<file path="src/rtl/num_class_arb.sv">
// num_class_arb
//   Round-robin arbiter that shares one 4-bit number classifier among NREQ
//   requesters. A granted operand is captured, classified in a registered
//   stage, and returned with its requester id on a valid/ready response port.
//   Saturating tallies count delivered prime and divisible-by-3 results.
//
// Ports
//   clk, rst_n          clock, asynchronous active-low reset
//   req_valid[NREQ]     requester i holds an operand
//   req_data[4*NREQ]    operand of requester i in bits [4i+3:4i]
//   req_ready[NREQ]     one-hot grant (combinational, only in IDLE)
//   rsp_valid/rsp_ready response handshake
//   rsp_id, rsp_data    source requester and echoed operand
//   rsp_prime, rsp_div3 classification flags
//   clr_cnt             synchronous clear of both tallies
//   prime_cnt, div3_cnt saturating tallies of delivered flags
//   busy                high whenever the sequencer is not idle
module num_class_arb #(
  parameter int NREQ  = 4,
  parameter int CNT_W = 8
) (
  input  logic                      clk,
  input  logic                      rst_n,
  input  logic [NREQ-1:0]           req_valid,
  input  logic [4*NREQ-1:0]         req_data,
  output logic [NREQ-1:0]           req_ready,
  output logic                      rsp_valid,
  input  logic                      rsp_ready,
  output logic [$clog2(NREQ)-1:0]   rsp_id,
  output logic [3:0]                rsp_data,
  output logic                      rsp_prime,
  output logic                      rsp_div3,
  input  logic                      clr_cnt,
  output logic [CNT_W-1:0]          prime_cnt,
  output logic [CNT_W-1:0]          div3_cnt,
  output logic                      busy
);

  localparam int ID_W = $clog2(NREQ);

  typedef enum logic [1:0] {IDLE, EVAL, RESP} state_t;

  function automatic logic is_prime(input logic [3:0] v);
    case (v)
      4'd2, 4'd3, 4'd5, 4'd7, 4'd11, 4'd13: is_prime = 1'b1;
      default:                              is_prime = 1'b0;
    endcase
  endfunction

  function automatic logic is_div3(input logic [3:0] v);
    case (v)
      4'd0, 4'd3, 4'd6, 4'd9, 4'd12, 4'd15: is_div3 = 1'b1;
      default:                              is_div3 = 1'b0;
    endcase
  endfunction

  // Increment that sticks at all-ones instead of wrapping.
  function automatic logic [CNT_W-1:0] sat_inc(input logic [CNT_W-1:0] c,
                                                input logic en);
    if (en && (c != {CNT_W{1'b1}})) sat_inc = c + CNT_W'(1);
    else                            sat_inc = c;
  endfunction

  state_t            state;
  logic [ID_W-1:0]   rr_ptr;
  logic [ID_W-1:0]   id_p0;
  logic [3:0]        opnd_p0;

  logic              gnt_found;
  logic [ID_W-1:0]   gnt_id;
  logic [3:0]        gnt_data;
  logic [ID_W-1:0]   idx;
  logic [ID_W-1:0]   nxt_ptr;
  logic              xfer;
  logic              rsp_hs;

  // Search upward from rr_ptr, wrapping, for the first pending request.
  always_comb begin
    gnt_found = 1'b0;
    gnt_id    = '0;
    gnt_data  = '0;
    idx       = '0;
    for (int k = 0; k < NREQ; k++) begin
      idx = ID_W'((int'(rr_ptr) + k) % NREQ);
      if (!gnt_found && req_valid[idx]) begin
        gnt_found = 1'b1;
        gnt_id    = idx;
      end
    end
    for (int k = 0; k < NREQ; k++) begin
      if (gnt_id == ID_W'(k)) gnt_data = req_data[4*k +: 4];
    end
  end

  always_comb begin
    req_ready = '0;
    if ((state == IDLE) && gnt_found) req_ready[gnt_id] = 1'b1;
  end

  assign xfer    = |(req_valid & req_ready);
  assign rsp_hs  = rsp_valid & rsp_ready;
  assign nxt_ptr = (gnt_id == ID_W'(NREQ-1)) ? '0 : gnt_id + ID_W'(1);

  always_ff @(posedge clk or negedge rst_n) begin
    if (!rst_n) begin
      state     <= IDLE;
      rr_ptr    <= '0;
      id_p0     <= '0;
      opnd_p0   <= '0;
      rsp_valid <= 1'b0;
      rsp_id    <= '0;
      rsp_data  <= '0;
      rsp_prime <= 1'b0;
      rsp_div3  <= 1'b0;
      busy      <= 1'b0;
    end else begin
      case (state)
        // p0: capture the granted operand and its source
        IDLE: begin
          if (xfer) begin
            id_p0   <= gnt_id;
            opnd_p0 <= gnt_data;
            rr_ptr  <= nxt_ptr;
            busy    <= 1'b1;
            state   <= EVAL;
          end
        end
        // p1: classify and present the response registers
        EVAL: begin
          rsp_id    <= id_p0;
          rsp_data  <= opnd_p0;
          rsp_prime <= is_prime(opnd_p0);
          rsp_div3  <= is_div3(opnd_p0);
          rsp_valid <= 1'b1;
          state     <= RESP;
        end
        RESP: begin
          if (rsp_ready) begin
            rsp_valid <= 1'b0;
            busy      <= 1'b0;
            state     <= IDLE;
          end
        end
        default: begin
          rsp_valid <= 1'b0;
          busy      <= 1'b0;
          state     <= IDLE;
        end
      endcase
    end
  end

  // Tallies: clear wins over a coincident handshake increment.
  always_ff @(posedge clk or negedge rst_n) begin
    if (!rst_n) begin
      prime_cnt <= '0;
      div3_cnt  <= '0;
    end else if (clr_cnt) begin
      prime_cnt <= '0;
      div3_cnt  <= '0;
    end else if (rsp_hs) begin
      prime_cnt <= sat_inc(prime_cnt, rsp_prime);
      div3_cnt  <= sat_inc(div3_cnt, rsp_div3);
    end
  end

endmodule
</file>
<file path="config.mk">
export PLATFORM = sky130hd
export DESIGN_NAME = num_class_arb
export DESIGN_NICKNAME = d
export VERILOG_FILES = /design/src/rtl/num_class_arb.sv
export SDC_FILE = /design/constraint.sdc
export NUM_CORES = 1
export LEC_CHECK = 0
export CAP_MARGIN = 30
export CORE_MARGIN = 3
export CORE_UTILIZATION = 48
export CTS_CLUSTER_SIZE = 8
export DETAILED_ROUTE_END_ITERATION = 10
export PLACE_DENSITY = 0.8
export SETUP_SLACK_MARGIN = 0.1
export SLEW_MARGIN = 20
export SYNTH_ARGS = -nofsm -noshare
export SYNTH_HDL_FRONTEND = slang
export SYNTH_SLANG_ARGS = --single-unit
</file>
<file path="constraint.sdc">
create_clock -name clk -period 2.6 [get_ports clk]
set_input_delay 0.52 -clock clk [delete_from_list [all_inputs] [get_ports clk]]
set_output_delay 0.52 -clock clk [all_outputs]
set_load 0.01 [all_outputs]
</file>
==> results of run 1 <==
==> metrics by stage <==
| stage | setup WS [ns] | area [um^2] |
|---|---|---|
| final | 0.142 | 2850 |
| after global routing | 0.0270 | 2850 |
| after CTS | 0.125 | 2800 |
| after detailed placement | -0.456 | 2650 |
| after global placement | -0.397 | 2650 |
| after floorplan | 0.138 | 1960 |
==> how the worst min path moves through the flow <==
stage,from,to,slack (ns),depth (start not counted)
2_1_floorplan,rst_n,busy,0.22,0
3_3_place_gp,rsp_data[3],rsp_data[3],0.47,2
4_1_cts,rsp_data[3],rsp_data[3],0.49,2
6_report,rsp_data[3],rsp_data[3],0.48,2
5_1_grt,busy,busy,0.51,1
3_5_place_dp,rsp_data[3],rsp_data[3],0.47,2
==> logic make-up after synthesis <==
group,Yosys count
mux,12
xor+xnor,9
compound gates,47
fa+ha+maj,6
flops,36
buf+inv,13
simple gates,69
==> cell type report <==
cell class,instances,area (um^2)
fillers,271,946
flip-flops and latches,36,902
well taps,48,60.1
clock inverters,1,30.0
clock buffers,7,96.3
repair buffers,75,676
multi-input cells,143,1070
inverters,5,18.8
==> per-layer routing <==
| metal | share of wire (%) | wire length [um] | GRT usage, % |
|---|---|---|---|
| met2 | 49 | 2170 | 31.4 |
| met4 | 0.83 | 37 | 5.11 |
| met5 | 0 | 0 | 0 |
| met3 | 7.5 | 336 | 6.62 |
| met1 | 43 | 1920 | 24.3 |
==> tightest hold or removal path, delay by kind of cell (launching register included) <==
family           cells  cell delay, ns
AO/OA/AOI/OAI        1            0.06
AND/OR/NAND/NOR      1            0.04
flip-flops           1            0.35
==> synthesized netlist by cell type, types with 2 or more instances <==
cell,n
dfrtp_1,36
nand2_1,17
nor2_1,14
a21oi_1,9
mux2_2,8
and2_1,6
ha_1,6
nand3_1,6
o21ai_0,6
inv_1,5
o21a_1,5
xor2_1,5
a221oi_1,4
and3_1,4
clkbuf_1,4
mux2i_1,4
nand4_1,4
nor2b_1,4
xnor2_1,4
a211oi_1,3
and4_1,2
buf_2,2
nand2b_1,2
nor3_1,2
nor4_1,2
o311ai_0,2
o311ai_1,2
o41ai_1,2
==> flip-flops by register name (all words and copies together), names as in the netlist, 2 cells and up <==
name / flops
opnd_p0: 4
prime_cnt: 8
state: 2
div3_cnt: 8
rsp_data: 4
rsp_id: 2
id_p0: 2
rr_ptr: 2
==> power by group <==
part	switching, mW	internal (mW)	total [mW]
clock	0.194	0.338	0.533
sequential	0.181	0.728	0.909
combinational	0.492	0.669	1.16
total	0.868	1.74	2.60
==> cells in the final DEF, fill, tap and decap left out, drive strengths merged, types with 6 or more instances in the layout <==
master         instances
nor2                  14
a21oi                  9
ha                     6
nand2                 17
mux2                   8
nand3                  6
dfrtp                 36
clkdlybuf4s50         45
and2                   6
clkbuf                11
buf                   21
o21ai                  6
==> timing repair <==
action                                  in CTS  in global routing
pin swaps                                    2                  4
cloned                                       0                  1
endpoints found under the setup margin      13                 11
setup buffers                                1                  2
resized for setup                           18                 14
==> impl_metrics.toml, run 1 <==
[synth]
yosys.area_share.xor_xnor_pct = 4.02
synth_fp_nets = 222
synth_edf_count = 0
synth_compound_area_share_pct = 18.5
synthMuxAreaShare_pct = 6.64
syn_area_per_cell_um2 = 10.2
synth.cell_area_um2 = 1960
synth_ff_type = "dfrtp_1"
synth_top_family_by_area = "compound AO/OA/AOI/OAI gates"
yosys.area_share.simple_pct = 18.1
yosysTopAreaCell = "dfrtp_1"
synthDistinctLibCells = 50
synth-seq-cells = 36
yosysSeqAreaShare_pct = 45.9
synthArstFlopShare_pct = 100
ys_warn_count = 0
synth_top_area_share_pct = 45.9
synth_area_leaders = "dfrtp_1, mux2_2, ha_1"
synth-adder-area-share_pct = 3.83
synthCells = 192

[sta]
period_share_pct = 94.5
maxSlewViolCount = 0
hold_ws_ns = 0.484
finClkSkew_ns = 0.00308
setup_violations = 0
grt_setup_unrepaired = "true"
clock.fmax_mhz = 407
tightest_slew_ns = 0.467
tns_ns = 0
hold_violations = 0
slew_headroom_pct = 68.9
min_period_ns = 2.46

[finish]
nets = 296
drive_gt1_share_pct = 22.1
diodes = 0
final-instance-count-excl-fill = 315
syn_to_final_growth_pct = 45.5
final_util_pct = 75.1

[clock_tree]
clock-root-buffer = "clkbuf_8"
cts_sinks = 36
cts_hold_buffers = 0
cts.htree.levels = 2
clockBufferDepth = 2
clk_latency_ns = 0.28
cts-buffers-inserted = 5
cts_tree = "built"
clk_pin_slew_ns = 0.07

[setup_path]
cp.depth = 7
critPathSlowestCell = "dfrtp_2"
rr_endpoint = "rr_ptr[1]"
cpPeakStageDelay_ns = 0.45
crit_end = "req_ready[0]"
critPathKind = "reg2out"
worstPathArrival_ns = 1.94
crit_chain = "mux2i_1, a211oi_2, buf_4, inv_2, ha_2, and2_1, clkdlybuf4s15_1"
reg2reg_from = "rr_ptr[1]"
crit_required_ns = 2.08
path_max_fanout = 5
critPathTopFamily = "buffers and inverters"
cp-startpoint = "rr_ptr[1]"
r2r_cells = 10
crit_path_start_kind = "flip-flop"
critPathCaptureType = "primary output"
cp.buffers_inverters = 3
reg2reg_slack_ns = 0.18

[pwr]
total_power_mw = 2.60
leakage_nw = 1.20
power_density_nw_per_um2 = 912
ir_worst_vdd_mv = 0.504

[route]
finalWirelength_um = 4460
vias = 1763
ant_nets = 0
wl_per_cell_um = 14.2
firstDrtPassIters = 5
drtIter0Drc = 187
drcViolationCount = 0
viasPerCell = 5.60

[placement]
finalWeightedCongestion = 0.780
io_buffer_count = 53
dp_hpwl_um = 3230
dp.cells = 303

[global_routing]
overflow = 0
grtUsageTotal_pct = 19.2
grt_max_degree = 37
antenna_found_initial = 0
grt_pass1_vias = 1706
grt_pass1_wl_um = 7670

[floorplan]
fp.dieArea_um2 = 4890
num_rows = 22
die_y_um = 69.9
core-area_um2 = 3800
initial_utilization_pct = 51.6
num_io_pins = 54
die_w_um = 69.9

[min_path]
hold_path.class = "reg2reg"

[flow_run]
cap_violations = 0

[outcome]
outcome = "completed"
No activity file was read; power rests on OpenSTA's default activity.
==> run 2, diff against run 1 <==
--- a/config.mk
+++ b/config.mk
@@ -16,3 +16,4 @@
 export SYNTH_ARGS = -nofsm -noshare
 export SYNTH_HDL_FRONTEND = slang
 export SYNTH_SLANG_ARGS = --single-unit
+export TNS_END_PERCENT = 30
==> impl_metrics.toml, run 2 (synthesis gave the netlist of run 1 again) <==
[global_routing]
overflow = 0
grt_pass1_vias = 1706
grt_pass1_wl_um = 7670
grtUsageTotal_pct = 19.2
grt_max_degree = 37
antenna_found_initial = 0

[sta]
slew_headroom_pct = 68.9
period_share_pct = 94.2
finClkSkew_ns = 0.00241
setup_violations = 0
min_period_ns = 2.45
hold_violations = 0
grt_setup_unrepaired = "true"
clock.fmax_mhz = 408
maxSlewViolCount = 0
tightest_slew_ns = 0.467

[placement]
io_buffer_count = 53
finalWeightedCongestion = 0.780
dp_hpwl_um = 3230
place_area_um2 = 2650

[clock_tree]
cts_tree = "built"
clockBufferDepth = 2
clk_pin_slew_ns = 0.07
clk_latency_ns = 0.28
cts_hold_buffers = 0
cts_sinks = 36
clock-root-buffer = "clkbuf_8"
cts-buffers-inserted = 5
cts.htree.levels = 2

[finish]
biggestRegsByFlops = "div3_cnt x8, prime_cnt x8"
nets = 296
layout_commonest_cell = "clkdlybuf4s50_1"
syn_to_final_growth_pct = 45.6
diodes = 0
final_util_pct = 75.2
final_cell_mix = "clkdlybuf4s50_1, dfrtp_1, buf_4"
fill_cells = 271
drive_gt1_share_pct = 21.3
design_area_um2 = 2860

[floorplan]
initial_utilization_pct = 51.6
fp.dieArea_um2 = 4890
die_y_um = 69.9
core-area_um2 = 3800
die_w_um = 69.9
num_io_pins = 54
num_rows = 22

[pwr]
p_sw_share_pct = 33.3
p_clk_share_pct = 20.5
power_density_nw_per_um2 = 911
combPwrFrac_pct = 44.6
p_int_mw = 1.73
seq_power_share_pct = 35.0
leakage_nw = 1.21
ir_worst_vdd_mv = 0.511
p_switching_mw = 0.866

[route]
finalWirelength_um = 4490
firstDrtPassIters = 5
wl_per_cell_um = 14.3
viasPerCell = 5.56
drtIter0Drc = 191
drcViolationCount = 0
ant_nets = 0
vias = 1752

[setup_path]
path_max_fanout = 4
crit_path_start_kind = "input port"
critPathTopFamily = "buffers and inverters"
critPathKind = "in2out"
crit_chain = "clkdlybuf4s15_1, nand2_2, buf_4, nand3b_1, a2bb2oi_4, inv_1, ha_1, and2_1, dlygate4sd2_1"
cp.buffers_inverters = 4
cpPeakStageDelay_ns = 0.28
crit_required_ns = 2.08
worstPathArrival_ns = 1.93
critPathCaptureType = "primary output"
critPathSlowestCell = "dlygate4sd2_1"

[min_path]
hold_path.class = "reg2reg"

[outcome]
outcome = "completed"

[flow_run]
cap_violations = 0
run 2: changes by cell type in the layout (fill, tap and decap cells not counted):
| cell | change |
|---|---|
| clkbuf_2 | -1 |
| clkdlybuf4s15_1 | +1 |
| ha_1 | +1 |
| ha_2 | -1 |
run 2: power groups by stage:
stage	Clock (mW)	Sequential (mW)	Combinational [mW]
detailed placement	0	0.909	1.06
CTS	0.544	0.905	1.09
floorplan	0	0.906	0.590
finish	0.532	0.909	1.16
global placement	0	0.896	1.04
global route	0.575	0.934	1.27
run 2: tightest hold or removal path, stage by stage (launching register included):
cell and delay, ns:
dfrtp_1 0.35, nand2_1 0.04, o21ai_0 0.06
run 2: stage by stage:
step                      setup TNS (ns)  hold WS (ns)  power, mW  std cells  worst slack, ns
final                                  0         0.484       2.60        315            0.150
after global routing                   0         0.508       2.78        315           0.0332
after CTS                              0         0.491       2.54        312           0.0971
after detailed placement           -4.96         0.474       1.97        303           -0.456
after global placement             -3.98         0.469       1.94        303           -0.397
after floorplan                        0         0.224       1.50        192            0.138
run 2: timing repair:
action	in CTS	in global routing
gates cloned	0	1
pin swaps	2	3
resized for setup	17	13
buffers inserted	1	2
setup endpoints to repair	13	11
run 2: metal layers:
| metal | global-route usage [%] | wire length, um | up-vias |
|---|---|---|---|
| li1 | - | - | 852 |
| met1 | 24.3 | 1950 | 840 |
| met2 | 31.4 | 2190 | 54 |
| met3 | 6.62 | 305 | 6 |
| met4 | 5.11 | 42 | 0 |
| met5 | 0 | 0 | - |
run 2: final cells by class:
type,instances,area [um^2],area share (%)
clock inverters,1,30.0,1.05
flip-flops and latches,36,902,31.6
clock buffers,7,96.3,3.37
multi-input cells,143,1070,37.4
well taps,48,60.1,2.10
repair buffers,75,681,23.8
inverters,5,18.8,0.657
run 2: path summary, 6_finish.rpt:
check                             start            to  slack, ns  cells after the start
max                        req_valid[0]  req_ready[1]       0.15                      9
min                         rsp_data[3]   rsp_data[3]       0.48                      2
max reg2reg                   rr_ptr[1]     rr_ptr[1]       0.19                     10
min reg2reg                 rsp_data[3]   rsp_data[3]       0.48                      2
max in group asynchronous         rst_n     rr_ptr[1]       1.62                      2
min in group asynchronous         rst_n  prime_cnt[3]       0.65                      2
==> patch, RTL diff (settings of run 2) <==
The parameter `CNT_W` goes from 8 to 6.
--- a/src/rtl/num_class_arb.sv
+++ b/src/rtl/num_class_arb.sv
@@ -19,3 +19,3 @@
   parameter int NREQ  = 4,
-  parameter int CNT_W = 8
+  parameter int CNT_W = 6
 ) (
Ports: changed (resized div3_cnt and prime_cnt); port bits go from 54 to 50. No check against the original RTL was run, so the function may have changed too.
==> patch against run 2 <==
Hold slack improved by 0.013 ns; sequential power shrank 8.5%; design area fell by 14%; maximum frequency is 1.2% lower; register-to-register slack improved by 0.11 ns; wire length decreased by 16%; clock power fell by 43%; via count shrank 12%; sequential cell count fell by 4; final cell count is 10% lower; total power fell by 15%; combinational power down 8%; setup slack worse by 0.029 ns; synthesized area decreased by 12%; critical endpoint is now req_ready[3]; largest power group unchanged; highest routed layer unchanged.
==> patch: results (changes against run 2) <==
Place
  – Placed cell count: 272 (-10%)
  – GPL Wtd Cong: 0.7653 (-1.8%)
  – I/O Buffers: 49 (-7.5%)

Route
  – WL final: 3764 µm (-16%)
  – Via Count: 1536 (-12%)
  – Met2 WL: 1865 µm (-15%)
  – DR vias/cell: 5.428 (-2.4%)
  – Met1 wire length: 1632 µm (-16%)
  – DR pass1 iterations: 4 (-1)
  – Met3 WL: 243 µm (-20%)

Synth
  – Post-Syn Nets: 198 (-11%)
  – Post-Synth Adder-Cell Area: 0.04348 (+0.005189)
  – Synth Area in Compound Gates: 0.1812 (-0.003908)
  – Post-synth top area share: 0.4638 (+0.004291)
  – Top cells by count, synth: dfrtp_1 (32), nor2_1 (15), nand2_1 (14)
  – Post-synthesis mux area share: 0.06957 (+0.003196)
  – Unique masters post-synth: 45 (-10%)
  – Synth area leaders: dfrtp_1 (46%), mux2_2 (5.2%), xor2_1 (4.6%)
  – Post-synthesis share of cell area spent on xor and xnor gates: 0.04565 (+0.005448)

Setup path
  – Crit-path max FO: 5 (+1)
  – Critical Path AT: 1.96 ns (+0.03 ns)

Global route
  – Global-route usage over all layers: 0.1919 (about the same)
  – Vias in the first global route: 1559 (-8.6%)
  – Grt met2 use: 0.3467 (+0.03294)
  – First-pass GRT wire length: 6548 µm (-15%)
  – Met3 usage: 0.04252 (-0.02367)

Final layout
  – Biggest regs: div3_cnt x6, prime_cnt x6
  – Layout fillers: 239 (-12%)
  – Layout cell share with drive strength beyond 1: 0.1983 (-0.01517)

Status
  – Outcome: complete, no violations

CTS
  – Clk slew on worst S/H paths: 0.09 ns (+0.02 ns)
  – CTS root buf: clkbuf_4
  – Clock Latency Late Sink: 0.31 ns (+0.03 ns)

Timing
  – Skew final: 0.009184 ns (+0.006771 ns)
  – Tightest Pin Transition: 0.4675 ns (+0.0007415 ns)

Power and ir drop
  – Max IR drop VDD: 0.4806 mV (-6.0%)
  – P_leak: 1.076 nW (-11%)
-- patch: metrics by stage --
stage | worst slack (ns) | utilization
floorplan | 0.1427 | -
finish | 0.1213 | 0.7220
detailed placement | -0.4405 | 0.6936
global route | 0.04618 | 0.7220
global placement | -0.3437 | 0.6936
CTS | 0.06812 | 0.7121
-- patch: what timing repair did --
| item | CTS | global route |
|---|---|---|
| endpoints found under the setup margin | 10 | 4 |
| pin swaps | 2 | 2 |
| buffers inserted | 0 | 4 |
| gates resized for setup | 15 | 7 |
| hold buffers | 0 | 0 |
-- patch: final cells by class --
| cell class | instances | area share |
|---|---|---|
| clock buffer | 7 | 0.02658 |
| timing repair buffer | 67 | 0.2495 |
| sequential | 32 | 0.3277 |
| inverter | 5 | 0.007669 |
| tap | 46 | 0.02352 |
| multi-input combinational | 126 | 0.3650 |
-- patch: final timing paths --
path | from | endpoint | slack (ns) | depth (start not counted)
min | rsp_data[3]$_DFFE_PN0P_ | rsp_data[3]$_DFFE_PN0P_ | 0.50 | 2
max | req_valid[1] | req_ready[3] | 0.12 | 7
max reg2reg | rr_ptr[1]$_DFFE_PN0P_ | id_p0[0]$_DFFE_PN0P_ | 0.30 | 9
max in group asynchronous | rst_n | rr_ptr[1]$_DFFE_PN0P_ | 1.39 | 2
min reg2reg | rsp_data[3]$_DFFE_PN0P_ | rsp_data[3]$_DFFE_PN0P_ | 0.50 | 2
min in group asynchronous | rst_n | prime_cnt[5]$_DFFE_PN0P_ | 0.52 | 1
-- patch: power breakdown --
| group | internal, W | switching [W] |
|---|---|---|
| Sequential | 0.000666 | 0.000167 |
| Combinational | 0.000619 | 0.000454 |
| Clock | 0.000153 | 0.000151 |
| Total | 0.00144 | 0.000772 |
